`config.mk`:
```
export PLATFORM = sky130hd
export DESIGN_NAME = otter_fetch_unit
export DESIGN_NICKNAME = d
export VERILOG_FILES = /design/src/rtl/otter_pkg.sv /design/src/rtl/otter_sync_fifo.sv /design/src/rtl/otter_fetch_unit.sv
export SDC_FILE = /design/constraint.sdc
export NUM_CORES = 1
export LEC_CHECK = 0
export CAP_MARGIN = 20
export CORE_MARGIN = 1.5
export CORE_UTILIZATION = 32
export CTS_BUF_LIST = sky130_fd_sc_hd__clkbuf_8
export DETAILED_ROUTE_END_ITERATION = 16
export REMOVE_ABC_BUFFERS = 1
export SYNTH_ARGS = -nofsm -noshare
export SYNTH_HDL_FRONTEND = slang
export SYNTH_HIERARCHICAL = 1
export SYNTH_SLANG_ARGS = --single-unit
```
`constraint.sdc`:
```
create_clock -name CLK -period 9.2 [get_ports CLK]
set_clock_uncertainty 0.1 [all_clocks]
set_input_delay 1.84 -clock CLK [delete_from_list [all_inputs] [get_ports CLK]]
set_output_delay 1.84 -clock CLK [all_outputs]
set_load 0.02 [all_outputs]
```
`src/rtl/otter_pkg.sv`:
```
// Shared types and constants for the OTTER fetch front end.
package otter_pkg;

    localparam int unsigned INSTR_BYTES = 4;

    typedef struct packed {
        logic [31:0] pc;
        logic [31:0] ir;
    } fetch_entry_t;

endpackage

```
`src/rtl/otter_sync_fifo.sv`:
```
// Synchronous FIFO with registered head, occupancy count and synchronous flush.
module otter_sync_fifo #(
    parameter int unsigned DEPTH = 4,
    parameter type         T     = logic [63:0],
    localparam int unsigned AW   = $clog2(DEPTH),
    localparam int unsigned CW   = AW + 1
) (
    input  logic          CLK,
    input  logic          RESET,
    input  logic          flush,
    input  logic          push,
    input  T              push_data,
    input  logic          pop,
    output T              head,
    output logic          not_empty,
    output logic [CW-1:0] count
);

    T              mem [DEPTH];
    logic [AW-1:0] wr_ptr_q, rd_ptr_q;
    logic [CW-1:0] count_q;
    logic          do_push, do_pop;

    assign do_pop    = pop && (count_q != '0);
    assign do_push   = push && !flush;
    assign head      = mem[rd_ptr_q];
    assign not_empty = (count_q != '0);
    assign count     = count_q;

    always_ff @(posedge CLK) begin
        if (do_push && !RESET) begin
            mem[wr_ptr_q] <= push_data;
        end
    end

    // Pointers are power-of-two wide, so they wrap without explicit compare.
    always_ff @(posedge CLK) begin
        if (RESET || flush) begin
            wr_ptr_q <= '0;
            rd_ptr_q <= '0;
            count_q  <= '0;
        end else begin
            if (do_push) wr_ptr_q <= wr_ptr_q + AW'(1);
            if (do_pop)  rd_ptr_q <= rd_ptr_q + AW'(1);
            count_q <= count_q + CW'(do_push) - CW'(do_pop);
        end
    end

endmodule

```
`src/rtl/otter_fetch_unit.sv`:
```
// OTTER instruction fetch: PC, single in-flight read tracking and prefetch queue.
module otter_fetch_unit
    import otter_pkg::*;
#(
    parameter logic [31:0] RESET_PC = 32'h0000_0000,
    parameter int unsigned DEPTH    = 4
) (
    input  logic                     CLK,
    input  logic                     RESET,
    output logic [31:0]              imem_addr,
    output logic                     imem_rd,
    input  logic [31:0]              imem_rdata,
    input  logic                     redirect,
    input  logic [31:0]              redirect_pc,
    input  logic                     de_ready,
    output logic                     de_valid,
    output logic [31:0]              de_ir,
    output logic [31:0]              de_pc,
    output logic [$clog2(DEPTH):0]   fq_count
);

    localparam int unsigned CW = $clog2(DEPTH) + 1;

    logic [31:0]  fetch_pc_q, fetch_pc_d;
    logic         inflight_q;
    logic [31:0]  inflight_pc_q;
    logic [31:0]  target;
    logic         room;
    fetch_entry_t push_entry, head_entry;
    logic         fq_push, fq_pop;

    assign target = {redirect_pc[31:2], 2'b00};
    // Counting the in-flight read reserves its slot, so the queue cannot overflow.
    assign room   = ({1'b0, fq_count} + (CW + 1)'(inflight_q)) < (CW + 1)'(DEPTH);

    always_comb begin
        imem_rd    = 1'b0;
        imem_addr  = fetch_pc_q;
        fetch_pc_d = fetch_pc_q;
        if (RESET) begin
            imem_addr = RESET_PC;
        end else if (redirect) begin
            imem_rd    = 1'b1;
            imem_addr  = target;
            fetch_pc_d = target + 32'(INSTR_BYTES);
        end else if (room) begin
            imem_rd    = 1'b1;
            fetch_pc_d = fetch_pc_q + 32'(INSTR_BYTES);
        end
    end

    always_ff @(posedge CLK) begin
        if (RESET) begin
            fetch_pc_q    <= RESET_PC;
            inflight_q    <= 1'b0;
            inflight_pc_q <= RESET_PC;
        end else begin
            fetch_pc_q    <= fetch_pc_d;
            inflight_q    <= imem_rd;
            inflight_pc_q <= imem_addr;
        end
    end

    assign push_entry = '{pc: inflight_pc_q, ir: imem_rdata};
    assign fq_push    = inflight_q && !redirect;
    assign fq_pop     = de_valid && de_ready && !redirect;

    otter_sync_fifo #(
        .DEPTH (DEPTH),
        .T     (fetch_entry_t)
    ) u_fifo (
        .CLK       (CLK),
        .RESET     (RESET),
        .flush     (redirect),
        .push      (fq_push),
        .push_data (push_entry),
        .pop       (fq_pop),
        .head      (head_entry),
        .not_empty (de_valid),
        .count     (fq_count)
    );

    assign de_pc = head_entry.pc;
    assign de_ir = head_entry.ir;

endmodule

```
==> summary.md <==
| Metric | Value |
|---|---|
| Setup TNS | 0 ps |
| Layout area overhead | 23.1% |
| Pre-antenna DRT Iters | 5 |
| Number of max-cap violations | 0 |
| Post-CTS setup buffer count | 0 |
| Post-synth ARST share | 0% |
| Cell taking the most area after synthesis | edfxtp_1 |
| Gate Count Post-Synth | 822 |
| Seq/Total Area, Yosys | 67.3% |
| CTS Buffer Depth | 3 |
| Area of the mapped netlist | 13500 um2 |
| PostCTS Resize Cnt | 0 |
| Period utilization | ~66% |
| Final Max Tran Viols | 0 |
| Post-synth EDFFs | roughly 260 |
| Worst-Margin Slew | 1110 ps |
| Core area | roughly 42000 um2 |
| Data required, critical path | 7260 ps |
| R2r setup slk | 6510 ps |
| Avg Vias per Cell | 4.85 |
| Final HPWL DP | 19.8 mm |
| Final Hold Fails | 0 |
| NumNets Final | 1095 |
| Vias | 7748 |
| DRC | 0 |
| H-tree levels | 2 |
| Total wire length | 31.9 mm |
| Worst-path clk slew | 60 ps |
| Min-delay worst type | reg -> reg |
| Setup crit end | imem_addr[3] |
| Largest cells by area after synthesis | edfxtp_1, dfxtp_1, mux4_2, xnor2_1, nor2_1 |
| CTS buffer count | 53 |
| Post-DRT Antenna Nets | 0 |
| Worst Path Buf+Inv | 3 |
| Crit-path cells | buf_4 -> buf_4 -> mux2_2 -> and2_1 -> clkdlybuf4s50_1 |
| Largest net degree at the start of global routing | 69 |
| Port buffer count | 164 |
| Initial antenna violation count | 2 |
| Hold-fix buffers at CTS | 0 |
| Distinct cells, synth | 66 |
| Design Area, Final | 16600 um2 |
| Slowest stage cell, crit path | buf_4 |
| Crit path kind | in -> out |
| Die height | 208 um |
| CP Depth | 5 |
| Worst-path fanout max | 68 |
| Vias in the first global route | 8145 |
| WHS | about 370 ps |
| R2r endpoint | fetch_pc_q[22] |
| Worst-skew pair later-pin latency | roughly 600 ps |
| Critical Path End Type | output pin |
| Synth top area share | 56.9% |
| Max stage delay on crit path | roughly 690 ps |
| CTS root buffer | clkbuf_8 |
| Overflow after GRT | 0 |
| Number of clock sinks | 326 |
| Placer Congestion | between 0.7 and 0.8 |
| GRT Resource Usage Total | between 10% and 20% |
| Critical path launch point | redirect |
| Die outline width | 208 um |
| Synth Flop Type | edfxtp_1 |
| Placed cell area | approximately 16000 um2 |
| Most numerous cell in the Yosys netlist | edfxtp_1 |
| Top post-synthesis cells by count | edfxtp_1, dfxtp_1, nor2_1 |
| Startpoint Class | input pin |
| Die area | 43400 um2 |
| FF-to-FF path depth | 8 |
| Initial DRC Count | 512 |
| Starting Density | between 30% and 40% |
| Tmin final | 6070 ps |
| Share of post-route cells with drive strength above 1 | between 10% and 20% |
| Rel. slew slack | 26.1% |
| Final Total Pwr | 2.95 mW |
| IR drop worst, VDD | 0.0748 mV |
| Top cell by count, worst path | buf_4 |
| Seq cells post-synth | 326 |
| First-pass GRT wire length | 48.8 mm |
| FP Rows | 75 |
| Io pins | 169 |
| Worst path arrival time | 4130 ps |
| DR WL/cell | between 15 and 20 um |
| Synth warn | 6 |
| P_leak | 5.58 nW |
| Peak Freq | 165 MHz |
| Outcome | finished, final reports clean |
| Final setup violation count | 0 |
| # diodes | 0 |
| PD cells | 178 nW/um2 |
| Mean Syn Cell Area | 16.4 um2 |
| Unrepaired setup endpoints after global routing | false |
| Post-layout util | about two fifths |
| Reg-to-Reg Start | fetch_pc_q[2] |
| CTS tree | yes |
| Delay-heaviest family, CP | buffers and inverters |
[registers in the layout (all words and copies together) (netlist names), named ones only]
signal           count
u_fifo/mem         256
fetch_pc_q          30
inflight_pc_q       30
u_fifo/count         3
u_fifo/rd_ptr_q      2
u_fifo/wr_ptr_q      2
inflight_q           1
[cells by family after synthesis]
logic type	share of synthesized area, %
multiplexers	13.3
flip-flops	67.3
buffers and inverters	2.62
adder cells (fa/ha/maj)	0.797
XOR/XNOR	2.84
AND/OR/NAND/NOR	8.82
AO/OA/AOI/OAI	4.28
other	0.0278
[worst min-delay path by stage]
stage / startpoint / endpoint / slack, ps / cells after the start
detailed placement: inflight_pc_q[7] / u_fifo/mem[1][39] / 360 / 0
floorplan: inflight_pc_q[2] / u_fifo/mem[0][34] / 340 / 0
CTS: inflight_pc_q[24] / u_fifo/mem[0][56] / 360 / 0
finish: inflight_pc_q[24] / u_fifo/mem[2][56] / 370 / 0
global placement: inflight_pc_q[5] / u_fifo/mem[2][37] / 350 / 0
global route: inflight_pc_q[7] / u_fifo/mem[1][39] / 380 / 0
[final cells by class]
cell class                      count  area (um2)
Fill cell                        3840       25100
Inverter                           10        37.5
Tap cell                          539         674
Multi-Input combinational cell    451        4120
Sequential cell                   326        9100
Clock inverter                     38         155
Clock buffer                       58         798
Timing Repair Buffer              177        1750
[per-layer routing]
layer	global-route usage (%)	wire length (um)	part of all wire [%]	up-vias
met5	0	24	0.075	-
met4	4.73	694	2.2	4
met3	3.83	2070	6.5	60
met2	24.5	15500	49	226
met1	18.8	13600	43	3864
li1	-	-	-	3594
[where the power goes]
group	switching (mW)	total (mW)	internal (mW)
registers	0.0227	1.64	1.61
clock network	0.558	1.13	0.576
logic	0.0993	0.184	0.0848
total	0.680	2.95	2.27
[through the flow]
step,cells,worst slack (ps)
detailed placement,1502,3130
global placement,1502,3140
floorplan,787,3770
finish,1599,3130
CTS,1598,3130
global route,1599,2990
[placed cells by master, fill, tap and decap left out, types with 14 or more instances in the layout]
| cell type | netlist | final |
|---|---|---|
| clkinv_1 | 0 | 14 |
| mux2i_1 | 24 | 24 |
| nor2_1 | 67 | 67 |
| dfxtp_1 | 70 | 68 |
| nand3_1 | 28 | 28 |
| a21oi_1 | 14 | 14 |
| clkbuf_8 | 0 | 58 |
| mux4_2 | 60 | 60 |
| edfxtp_1 | 256 | 256 |
| nand2_1 | 41 | 41 |
| nor3_1 | 17 | 17 |
| inv_1 | 10 | 26 |
| clkdlybuf4s50_1 | 0 | 162 |
| xnor2_1 | 32 | 32 |
Power figures use the tool's default switching activity.
